`src/rtl/regfile_wb_arbiter.sv`:
```
// Round-robin writeback arbiter for the register file's single write port.
// Filters writes to the hardwired-zero register and counts committed writes.
module regfile_wb_arbiter #(
    parameter int DATA_W   = 64,
    parameter int ADDR_W   = 5,
    parameter int ZERO_REG = 31,
    parameter int CNT_W    = 16
) (
    input  logic              Clk,
    input  logic              ResetL,
    input  logic              ValidA,
    input  logic [ADDR_W-1:0] RWA,
    input  logic [DATA_W-1:0] BusWA,
    output logic              ReadyA,
    input  logic              ValidB,
    input  logic [ADDR_W-1:0] RWB,
    input  logic [DATA_W-1:0] BusWB,
    output logic              ReadyB,
    input  logic              Hold,
    output logic [ADDR_W-1:0] RW,
    output logic [DATA_W-1:0] BusW,
    output logic              RegWr,
    output logic              LastGrantB,
    output logic [CNT_W-1:0]  WrCount
);

    localparam logic [ADDR_W-1:0] ZERO_ADDR = ADDR_W'(ZERO_REG);

    // Handshake: a transfer happens on a posedge where Valid and Ready are both
    // high; a requester holds Valid/RW/BusW stable until then, and Ready is
    // only ever raised for a requester whose Valid is high.

    logic              grant_a;
    logic              grant_b;
    logic [ADDR_W-1:0] sel_rw;
    logic [DATA_W-1:0] sel_bus_w;

    logic [ADDR_W-1:0] rw_q, rw_d;
    logic [DATA_W-1:0] bus_w_q, bus_w_d;
    logic              reg_wr_q, reg_wr_d;
    logic              last_grant_b_q, last_grant_b_d;
    logic [CNT_W-1:0]  wr_count_q, wr_count_d;

    always_comb begin
        grant_a        = 1'b0;
        grant_b        = 1'b0;
        sel_rw         = RWA;
        sel_bus_w      = BusWA;
        rw_d           = rw_q;
        bus_w_d        = bus_w_q;
        reg_wr_d       = 1'b0;
        last_grant_b_d = last_grant_b_q;
        wr_count_d     = wr_count_q;

        // Gating on ResetL keeps Ready low while reset is held.
        if (ResetL && !Hold) begin
            grant_a = ValidA && (!ValidB || last_grant_b_q);
            grant_b = ValidB && (!ValidA || !last_grant_b_q);
        end

        if (grant_b) begin
            sel_rw    = RWB;
            sel_bus_w = BusWB;
        end

        if (grant_a || grant_b) begin
            rw_d           = sel_rw;
            bus_w_d        = sel_bus_w;
            reg_wr_d       = (sel_rw != ZERO_ADDR);
            last_grant_b_d = grant_b;
        end

        if (reg_wr_d && (wr_count_q != {CNT_W{1'b1}})) begin
            wr_count_d = wr_count_q + 1'b1;
        end
    end

    always_ff @(posedge Clk or negedge ResetL) begin
        if (!ResetL) begin
            rw_q           <= '0;
            bus_w_q        <= '0;
            reg_wr_q       <= 1'b0;
            last_grant_b_q <= 1'b0;
            wr_count_q     <= '0;
        end else begin
            rw_q           <= rw_d;
            bus_w_q        <= bus_w_d;
            reg_wr_q       <= reg_wr_d;
            last_grant_b_q <= last_grant_b_d;
            wr_count_q     <= wr_count_d;
        end
    end

    assign ReadyA     = grant_a;
    assign ReadyB     = grant_b;
    assign RW         = rw_q;
    assign BusW       = bus_w_q;
    assign RegWr      = reg_wr_q;
    assign LastGrantB = last_grant_b_q;
    assign WrCount    = wr_count_q;

endmodule
```
`config.mk`:
```
export PLATFORM = sky130hd
export DESIGN_NAME = regfile_wb_arbiter
export DESIGN_NICKNAME = d
export VERILOG_FILES = /design/src/rtl/regfile_wb_arbiter.sv
export SDC_FILE = /design/constraint.sdc
export NUM_CORES = 1
export LEC_CHECK = 0
export CORE_ASPECT_RATIO = 0.5
export CORE_UTILIZATION = 43
export CTS_BUF_LIST = sky130_fd_sc_hd__clkbuf_4 sky130_fd_sc_hd__clkbuf_8
export DETAILED_ROUTE_END_ITERATION = 8
export PLACE_DENSITY_LB_ADDON = 0.25
export SYNTH_ARGS = -nofsm -noshare
export SYNTH_HDL_FRONTEND = slang
export SYNTH_SLANG_ARGS = --single-unit
```
`constraint.sdc`:
```
create_clock -name Clk -period 4.9 [get_ports Clk]
set_input_delay 0.98 -clock Clk [delete_from_list [all_inputs] [get_ports Clk]]
set_output_delay 0.98 -clock Clk [all_outputs]
set_load 0.05 [all_outputs]
```
* Word-level counts from Yosys, hierarchy flattened
Cells that the tools add are included.
** Operators by class
- $add $sub $neg :: 1
- Equal/unequal tests :: 2
- Muxes and demuxes :: 5
- Reductions and logical operators :: 11
** Operators by type and width (count)
- 2-to-1 mux 64 bit :: 1
- adder 16 x 1 -> 16 bit (second input constant) :: 1
- inequality test 16 bit (second input constant) :: 1
- 2-to-1 mux 5 bit :: 1
- inequality test 5 bit (second input constant) :: 1
- logical AND 1 bit :: 4
- zero test 1 bit :: 4
- logical OR 1 bit :: 3
- 2-to-1 mux 1 bit :: 3
** Storage, ports and cells
- Register bits after elaboration :: 87
- Logic and storage cells :: 24

* Logic depth before layout (Yosys ltp)
- Depth after elaboration :: 8
- Mapped depth :: 7

* Worst setup path before layout
No wires, ideal clock.
- Kind :: input-to-output
- From :: input port Hold
- To :: output port ReadyB
- Arrival :: 2066 ps
- Data required time :: 3920 ps
- Slack :: 1854 ps
- Cell stages on the path :: 4
- Buffers on the path :: 1
- Cells stage by stage :: and3b_1 nand2_1 inv_2 clkbuf_1
** On the way
- Cells in the longest elaborated chain, start to end :: 3
** Ends and longest elaborated chain
- start: declaration :: line 19 : input logic Hold,
- zero test 1 bit :: line 56 : if (ResetL && !Hold) begin
- logical AND 1 bit :: line 56
- 2-to-1 mux 1 bit :: line 56
- end: declaration :: line 18 : output logic ReadyB,
No other way between the ends.

* Final worst setup path
- From :: input port Hold
- To :: output port ReadyA
** On the way
- Cells in the longest elaborated chain, start to end :: 3
** Ends and longest elaborated chain
- zero test 1 bit :: line 56
- logical AND 1 bit :: line 56
- 2-to-1 mux 1 bit :: line 56
- end: declaration :: line 14 : output logic ReadyA,
No other way between the ends.

==> out/results.ini <==
[synth]
yosysTopAreaCell=dfrtp_1
synth.distinct_cells=37
yosys_most_used_dff=dfrtp_1
synth-edff-count=0
synth.avg_cell_area_um2=8.639
synth_area_um2=4069
syn_nets=615
yosysWarnings=0
seq_area_frac_synth_pct=53.51
syn_inst=471
synth_top_area_share_pct=53.51
synth_area_leaders=dfrtp_1, nand2_1, a31oi_1
async_reset_ff_share_pct=100.0
ys_seq_elements=87

[drt]
via_per_inst=5.010
drt-pass1-iter-count=4
wl_mm=11.74
wl_per_cell_um=14.51
final_antenna_net_count=0
drc_errors=0
vias=4053
drtIter0Drc=223

[placement]
dp_hpwl_mm=8.393
place.port_buffers=231
gp_congestion=0.8084
dp_slack_ns=1.242

[global_routing]
overflow=0
grt_pass1_vias=3974
grt_max_degree=87
grt_pass1_wl_mm=19.33
antenna_found_initial=0
grt_usage_pct=24.99

[cts]
cts_tree=built
cts.clk_slew.worst_paths_ns=0.09
ctsHoldBuffers=0
htreeDepth=3
clock_sinks=87
clock_path_buffers=2
cts_made_buffers=9
clkLatencyLatePin_ns=0.36
cts_setup_buffers=0
root_buffer=clkbuf_8
post_cts_resized=0

[sta]
fin_setup_tns_ns=0
rsz0062_at_grt=no
worst_pin_slew_ns=0.8741
setup_viol=0
finalHoldViolations=0
fin_crit_ns=3.637
slew_violations=0
setup_ws_ns=1.263
slew_headroom_pct=41.73
fin_skew_ns=0.008340
max_freq_mhz=275.0
period_share_pct=74.22

[critical_path]
reg2reg_to=WrCount[12]
worstPathRequired_ns=3.92
max_stage_delay_ns=0.83
crit_fanout=3
worstSetupStartpoint=Hold
ff2ff_path_depth=5
crit_type=primary input to primary output
r2r_slack_ns=2.89
cp_data_arrival_time_ns=2.66
critPathSlowestCell=clkdlybuf4s50_1
crit_family=buffers and inverters
crit_chain=clkdlybuf4s50_1 -> nor2b_1 -> nand2_1 -> a21oi_1 -> clkdlybuf4s50_1
startpoint_type=primary input
cp_num_buf_inv=2
crit_path_end_kind=primary output
worst-path-stages=5
cpMostUsedCell=clkdlybuf4s50_1
timing.rr.start=WrCount[0]

[hold_path]
worstHoldPathType=primary input to asynchronous set/reset pin

[power]
power_density_nw_per_um2=379.5
p_leak_nw=2.754
ir_drop_mv=0.1949

[final_layout]
diodes=0
most-common-layout-cells=clkdlybuf4s50_1, nand2_1, dfrtp_1
nets=831
num-fill-cells=677
mostFrequentLayoutCell=clkdlybuf4s50_1
syn2layout_area_growth_pct=63.38
final_layout_size_suffix_gt1_share_pct=4.913

[die]
start_util_pct=45.47
dieArea_um2=9879
dieWidth_um=139.6
rows=24
die_y_um=70.79
core_um2=8949
ios=232

[status]
status=complete, no violations

[run]
drv_cap=0

[cell families (layout without fill, tap and decap cells)]
| group | Yosys count | after routing | share of synthesized area (%) |
|---|---|---|---|
| simple gates | 256 | 256 | 26.75 |
| flops | 87 | 87 | 53.51 |
| compound gates | 76 | 76 | 11.69 |
| buf+inv | 34 | 255 | 3.690 |
| xor+xnor | 11 | 11 | 2.368 |
| mux | 6 | 6 | 1.691 |
| fa+ha+maj | 1 | 1 | 0.3075 |
[flip-flops by register name, summed over array words and instances (netlist names)]
name,count
BusW,64
LastGrantB,1
RegWr,1
RW,5
WrCount,16
[cells in the mapped netlist (2+ instances only)]
library cell and n:
a211o_1 2, a21oi_1 2, a31oi_1 68, and4_1 2
buf_1 2, buf_2 12, clkbuf_1 15, dfrtp_1 87
inv_1 3, mux2_1 3, mux2i_1 2, nand2_1 153
nand3_1 6, nor2_1 73, nor3_1 7, nor4_1 2
nor4_4 2, o21ai_0 2, xor2_1 10
[layer usage]
metal  routed length (µm)  track usage, %  vias to the layer above
met5                    0               0                        -
met4                  305           9.646                        0
met3                  739           7.380                       26
met2                 5903           43.89                      123
met1                 4791           29.36                     1884
li1                     -               -                     2020
[worst max path at each step]
stage,to,slack (ns)
floorplan,ReadyB,1.85
global placement,ReadyA,1.26
detailed placement,ReadyA,1.24
CTS,ReadyA,1.24
global route,ReadyA,1.19
finish,ReadyA,1.26
[final cells by class]
| cell class | instances | area (µm²) | area share (%) |
|---|---|---|---|
| timing repair buffer | 235 | 2350 | 35.35 |
| sequential | 87 | 2177 | 32.75 |
| multi-input combinational | 350 | 1752 | 26.35 |
| tap | 117 | 146.4 | 2.202 |
| clock buffer | 10 | 137.6 | 2.070 |
| clock inverter | 6 | 70.07 | 1.054 |
| inverter | 4 | 15.01 | 0.2259 |
[power by group]
part	switching [mW]	internal (mW)
Clock	0.265	0.251
Sequential	0.0944	0.843
Combinational	0.667	0.402
[per-stage QoR]
step | cell area [µm²] | hold slack [ns] | util (%) | total power [mW] | cells
3_3_place_gp | 6440 | 0.4840 | 71.97 | 2.005 | 793
3_5_place_dp | 6440 | 0.4872 | 71.97 | 2.024 | 793
4_1_cts | 6648 | 0.4695 | 74.29 | 2.545 | 809
2_1_floorplan | 4069 | 0.6844 | - | 1.576 | 471
5_1_grt | 6648 | 0.4866 | 74.29 | 2.646 | 809
6_report | 6648 | 0.4870 | 74.29 | 2.523 | 809
Note: power is estimated with default switching activity, not from simulation.
